<file path="src/rtl/trs_text_pixel_gen.sv">
// Text-mode pixel generator for the TRS-80 style display.
// Each 6-pixel cell fetches a code from video RAM, then either drives the
// character-generator ROM (text) or decodes 2x3 block graphics. The result
// is shifted out MSB first. Cell k is fetched while cell k-1 is on screen.
// Pipeline per cell:
//   phase0: vram_addr issued, data valid during phase1
//   phase1: code captured, rom_ad issued, rom_ce pulsed
//   phase2: rom_oce pulsed
//   phase3 onward: rom_dout stable
//   phase5: next cell pattern loaded into the shifter
// Wide mode holds every pixel for two ticks. The phase counter therefore
// advances only on every second tick in that mode.
module trs_text_pixel_gen #(
    parameter int COLS   = 64,
    parameter int CELL_W = 6
) (
    input  logic       i_clk,
    input  logic       i_reset,
    input  logic       i_pix_en,
    input  logic       i_line_start,
    input  logic [3:0] i_text_row,
    input  logic [3:0] i_char_row,
    input  logic       i_mode_wide,
    output logic [9:0] o_vram_addr,
    input  logic [7:0] i_vram_data,
    output logic [9:0] o_rom_ad,
    output logic       o_rom_ce,
    output logic       o_rom_oce,
    input  logic [4:0] i_rom_dout,
    output logic       o_pixel,
    output logic       o_de,
    output logic [1:0] o_dbg_state
);

    typedef enum logic [1:0] {
        S_IDLE     = 2'd0,
        S_PREFETCH = 2'd1,
        S_ACTIVE   = 2'd2
    } state_t;

    state_t      r_state;
    state_t      w_next_state;
    logic [2:0]  r_phase;
    logic        r_sub;
    logic        r_wide;
    logic [3:0]  r_text_row;
    logic [3:0]  r_char_row;
    logic [5:0]  r_col;
    logic [5:0]  r_cell;
    logic [7:0]  r_code;
    logic [5:0]  r_shift;
    logic        r_de;
    logic [9:0]  r_vram_addr;
    logic [9:0]  r_rom_ad;
    logic        r_rom_ce;
    logic        r_rom_oce;

    logic        w_start;
    logic        w_adv;
    logic        w_cell_end;
    logic        w_last_cell;
    logic        w_fetch;
    logic [2:0]  w_gfx_idx;
    logic [1:0]  w_gfx_pair;
    logic [5:0]  w_pattern;
    logic        w_de;

    assign w_start     = i_pix_en & i_line_start;
    assign w_adv       = i_pix_en & (r_state != S_IDLE) & (~r_wide | r_sub);
    assign w_cell_end  = w_adv & (r_phase == 3'(CELL_W - 1));
    assign w_last_cell = (r_cell == (r_wide ? 6'(COLS / 2 - 1) : 6'(COLS - 1)));
    // The last visible cell has no successor, so no fetch is issued during it.
    assign w_fetch     = (r_state == S_PREFETCH) | ((r_state == S_ACTIVE) & ~w_last_cell);

    // Pattern for the cell fetched most recently: ROM font row or block graphics.
    always_comb begin
        w_gfx_idx  = {r_char_row[3:2], 1'b0};
        w_gfx_pair = r_code[w_gfx_idx +: 2];
        w_pattern  = 6'd0;
        if (r_code[7]) begin
            if (r_char_row <= 4'd11) begin
                w_pattern = {{3{w_gfx_pair[0]}}, {3{w_gfx_pair[1]}}};
            end
        end else if (r_char_row < 4'd8) begin
            w_pattern = {i_rom_dout, 1'b0};
        end
    end

    // Next-state logic. A line_start aborts any line in progress.
    always_comb begin
        w_next_state = r_state;
        if (w_start) begin
            w_next_state = S_PREFETCH;
        end else begin
            case (r_state)
                S_PREFETCH: if (w_cell_end) w_next_state = S_ACTIVE;
                S_ACTIVE:   if (w_cell_end && w_last_cell) w_next_state = S_IDLE;
                default:    w_next_state = r_state;
            endcase
        end
    end

    // State register. It advances on pixel ticks only.
    always_ff @(posedge i_clk) begin
        if (i_reset) begin
            r_state <= S_IDLE;
        end else if (i_pix_en) begin
            r_state <= w_next_state;
        end
    end

    // Datapath: phase/column counters, fetch pipeline, shifter and strobes.
    always_ff @(posedge i_clk) begin
        if (i_reset) begin
            r_phase     <= 3'd0;
            r_sub       <= 1'b0;
            r_wide      <= 1'b0;
            r_text_row  <= 4'd0;
            r_char_row  <= 4'd0;
            r_col       <= 6'd0;
            r_cell      <= 6'd0;
            r_code      <= 8'd0;
            r_shift     <= 6'd0;
            r_de        <= 1'b0;
            r_vram_addr <= 10'd0;
            r_rom_ad    <= 10'd0;
            r_rom_ce    <= 1'b0;
            r_rom_oce   <= 1'b0;
        end else if (i_pix_en) begin
            r_rom_ce  <= 1'b0;
            r_rom_oce <= 1'b0;
            if (w_start) begin
                r_phase    <= 3'd0;
                r_sub      <= 1'b0;
                r_col      <= 6'd0;
                r_cell     <= 6'd0;
                r_shift    <= 6'd0;
                r_de       <= 1'b0;
                r_wide     <= i_mode_wide;
                r_text_row <= i_text_row;
                r_char_row <= i_char_row;
            end else if (r_state != S_IDLE) begin
                if (r_wide) begin
                    r_sub <= ~r_sub;
                end
                if (w_adv) begin
                    r_phase <= w_cell_end ? 3'd0 : r_phase + 3'd1;
                    if (w_fetch) begin
                        case (r_phase)
                            3'd0: begin
                                r_vram_addr <= {r_text_row, r_col};
                                r_col       <= r_col + (r_wide ? 6'd2 : 6'd1);
                            end
                            3'd1: begin
                                r_code   <= i_vram_data;
                                r_rom_ad <= {i_vram_data[6:0], r_char_row[2:0]};
                                r_rom_ce <= 1'b1;
                            end
                            3'd2: r_rom_oce <= 1'b1;
                            default: ;
                        endcase
                    end
                    if (w_cell_end) begin
                        if ((r_state == S_ACTIVE) && w_last_cell) begin
                            r_de    <= 1'b0;
                            r_shift <= 6'd0;
                        end else begin
                            r_de    <= 1'b1;
                            r_shift <= w_pattern;
                            if (r_state == S_ACTIVE) begin
                                r_cell <= r_cell + 6'd1;
                            end
                        end
                    end else begin
                        r_shift <= {r_shift[4:0], 1'b0};
                    end
                end
            end
        end
    end

    // A line_start blanks the output in the same tick it arrives.
    assign w_de        = r_de & ~w_start;
    assign o_de        = w_de;
    assign o_pixel     = w_de & r_shift[5];
    assign o_vram_addr = r_vram_addr;
    assign o_rom_ad    = r_rom_ad;
    assign o_rom_ce    = r_rom_ce;
    assign o_rom_oce   = r_rom_oce;
    assign o_dbg_state = r_state;

endmodule

</file>
<file path="config.mk">
export PLATFORM = sky130hd
export DESIGN_NAME = trs_text_pixel_gen
export DESIGN_NICKNAME = d
export VERILOG_FILES = /design/src/rtl/trs_text_pixel_gen.sv
export SDC_FILE = /design/constraint.sdc
export NUM_CORES = 1
export LEC_CHECK = 0
export CAP_MARGIN = 20
export CORE_UTILIZATION = 51
export CTS_CLUSTER_DIAMETER = 50
export DETAILED_ROUTE_END_ITERATION = 8
export PLACE_DENSITY = 0.79
export RECOVER_POWER = 25
export SYNTH_ARGS = -nofsm -noshare
export SYNTH_HDL_FRONTEND = slang
export SYNTH_SLANG_ARGS = --single-unit
</file>
<file path="constraint.sdc">
create_clock -name i_clk -period 2.1 [get_ports i_clk]
set_clock_uncertainty 0.05 [all_clocks]
set_input_delay 0.315 -clock i_clk [delete_from_list [all_inputs] [get_ports i_clk]]
set_output_delay 0.315 -clock i_clk [all_outputs]
set_load 0.02 [all_outputs]
</file>
==> qor.yml <==
timing:
  slew_violations: 0
  slew_headroom_pct: 63.02
  post-route-min-period_ps: 1982
  grt_setup_unrepaired: "false"
  hold_slack_ps: 403.6
  layout_setup_ws_ps: 118.3
  finalHoldViolations: 0
  tightest_slew_ps: 554.7
  period_share_pct: 94.37
  fmax_ghz: 0.5046
  setup_viol: 0
placed_design:
  io_buffers: 51
  place_inst: 409
  finalWeightedCongestion: 0.8033
  dp_hpwl_um: 4074
  pre_cts_ws_ps: -104.6
floorplanning:
  die_height_um: 74.29
  start_util_pct: 54.62
  io_pins: 52
  core_area_sq_um: 4880
  die_x_um: 74.29
  fp.dieArea_sq_um: 5519
  num_rows: 25
synth:
  yosys.cell_types.count: 44
  syn_nets: 328
  async_flop_share_pct: 0
  syn_area_sq_um: 2665
  yosysTopAreaCellShare_pct: 42.82
  yosysTopAreaCell: "dfxtp_1"
  synth_most_common_cell: "dfxtp_1"
  yosysSeqAreaShare_pct: 42.82
  synthTopCellsByCount: "dfxtp_1 (57), nor2_1 (44), nand2_1 (30)"
  yosysWarnings: 0
  syn_inst: 294
  synth.area.top_cells: "dfxtp_1 (43%), mux2i_1 (9.0%), nor2_1 (6.2%)"
  synth_edf_count: 0
  synthFlopType: "dfxtp_1"
  synth-seq-cells: 57
  syn_area_per_cell_sq_um: 9.065
finish:
  drive_gt1_share_pct: 12.01
  fin_cells: 425
  antenna_cells: 0
  syn2layout_area_growth_pct: 30.23
  nets: 387
clock_tree:
  htree_levels: 3
  tritoncts: "yes"
  cts_made_buffers: 9
  clock_latency_ps: 330
  postCtsHoldBufs: 0
  clock-sinks: 57
  root_buffer: "clkbuf_8"
  clk_pin_slew_ps: 60
  clock_path_buffers: 2
grt:
  grt_max_degree: 23
  gr-total-overflow: 0
  antenna_found_initial: 0
  grt_pass1_vias: 2018
  grt_pass1_wl_um: 9239
  grt_usage_pct: 22.59
setup_path:
  start_kind: "primary input"
  ff2ff_setup_slack_ps: 210
  end_kind: "output pin"
  path_class: "primary input to output pin"
  critical_path_required_ps: 1740
  cp_max_fo: 3
  cp_data_arrival_time_ps: 1620
detailed_routing:
  viasPerCell: 5.139
  post_drt_wl_per_cell_um: 13.31
  drtAntennaViolNets: 0
  drcViolationCount: 0
  drt-pass1-iter-count: 4
  via_count: 2184
  wl_um: 5655
  drt_iter0_markers: 104
power:
  power_mw: 2.383
  pwr_density_cell_nw_per_um2: 686.6
  ir_drop_uv: 523.1
  leakage_nw: 1.233
min_path:
  min_path_type: "flip-flop to flip-flop"
outcome:
  outcome: "completed"
run:
  cap_violations: 0
metal layers:
metal	GRT usage, %	wire length [um]	up-vias
met4	11.95	135	0
met1	30.25	2772	1020
met2	34.04	2560	45
li1	-	-	1110
met5	0	0	-
met3	5.149	186	9
cell families after synthesis:
family                   synth area share [%]
XOR/XNOR                                3.568
buffers and inverters                   6.620
multiplexers                            9.014
adder cells (fa/ha/maj)                 4.037
AND/OR/NAND/NOR                         20.00
AO/OA/AOI/OAI                           13.94
flip-flops                              42.82
layout make-up:
class / instances / area [sq um]
clock buffer: 10 / 127.6
multi-input combinational: 204 / 1341
fill: 405 / 1409
sequential: 57 / 1141
timing repair buffer: 71 / 656.9
tap: 67 / 83.83
clock inverter: 6 / 82.58
inverter: 10 / 37.54
report_power, final:
group          internal, mW  switching (mW)
Sequential             1.09          0.0129
Clock                 0.661           0.436
Combinational        0.0907          0.0883
placed cells by master (no fill, tap or decap), types with 3 or more instances in the layout:
master / n
inv_1: 10
buf_4: 14
clkinv_2: 3
nand2_1: 30
clkbuf_8: 9
and2_1: 3
mux2i_1: 24
ha_1: 7
nand3_1: 6
and3_1: 7
dfxtp_1: 57
clkbuf_1: 5
o22ai_1: 5
o21ai_0: 3
a21oi_1: 29
nor2_1: 44
xnor2_1: 8
dlygate4sd3_1: 5
a211oi_1: 3
nand2b_1: 3
clkdlybuf4s50_1: 45
repair_timing:
item / 4_1_cts / 5_1_grt
setup endpoints to repair: 2 / 0
resized for setup: 1 / 0
setup buffers: 0 / 0
through the flow:
stage / util [%] / TNS (ps) / instance area, sq um
6_report: 71.13 / 0 / 3471
3_5_place_dp: 67.54 / -630.7 / 3296
2_1_floorplan: - / 0 / 2665
4_1_cts: 71.82 / 0 / 3505
5_1_grt: 71.13 / 0 / 3471
3_3_place_gp: 67.54 / -195.9 / 3296
sequential cells by signal, indices dropped and copies added (netlist names):
name	cells
r_wide	1
r_de	1
r_phase	3
r_shift	6
o_rom_ad	3
r_col	6
r_sub	1
r_text_row	4
o_vram_addr	10
r_code	8
o_rom_ce	1
o_rom_oce	1
r_cell	6
o_dbg_state	2
r_char_row	4
final timing paths:
check / cells after the start / to / start
worst max-delay path: 4 / o_pixel / i_line_start
worst min-delay path: 2 / r_char_row[1]$_SDFFE_PP0P_ / r_char_row[1]$_SDFFE_PP0P_
worst max register to register: 7 / r_col[2]$_SDFFE_PP0P_ / r_wide$_SDFFE_PP0P_
worst min register to register: 2 / r_char_row[1]$_SDFFE_PP0P_ / r_char_row[1]$_SDFFE_PP0P_
critical path, stage by stage:
cell and delay, ps:
clkdlybuf4s50_1 480, nand2_1 90, and3_1 200, clkdlybuf4s50_1 530
(Power assumes the default switching activity.)
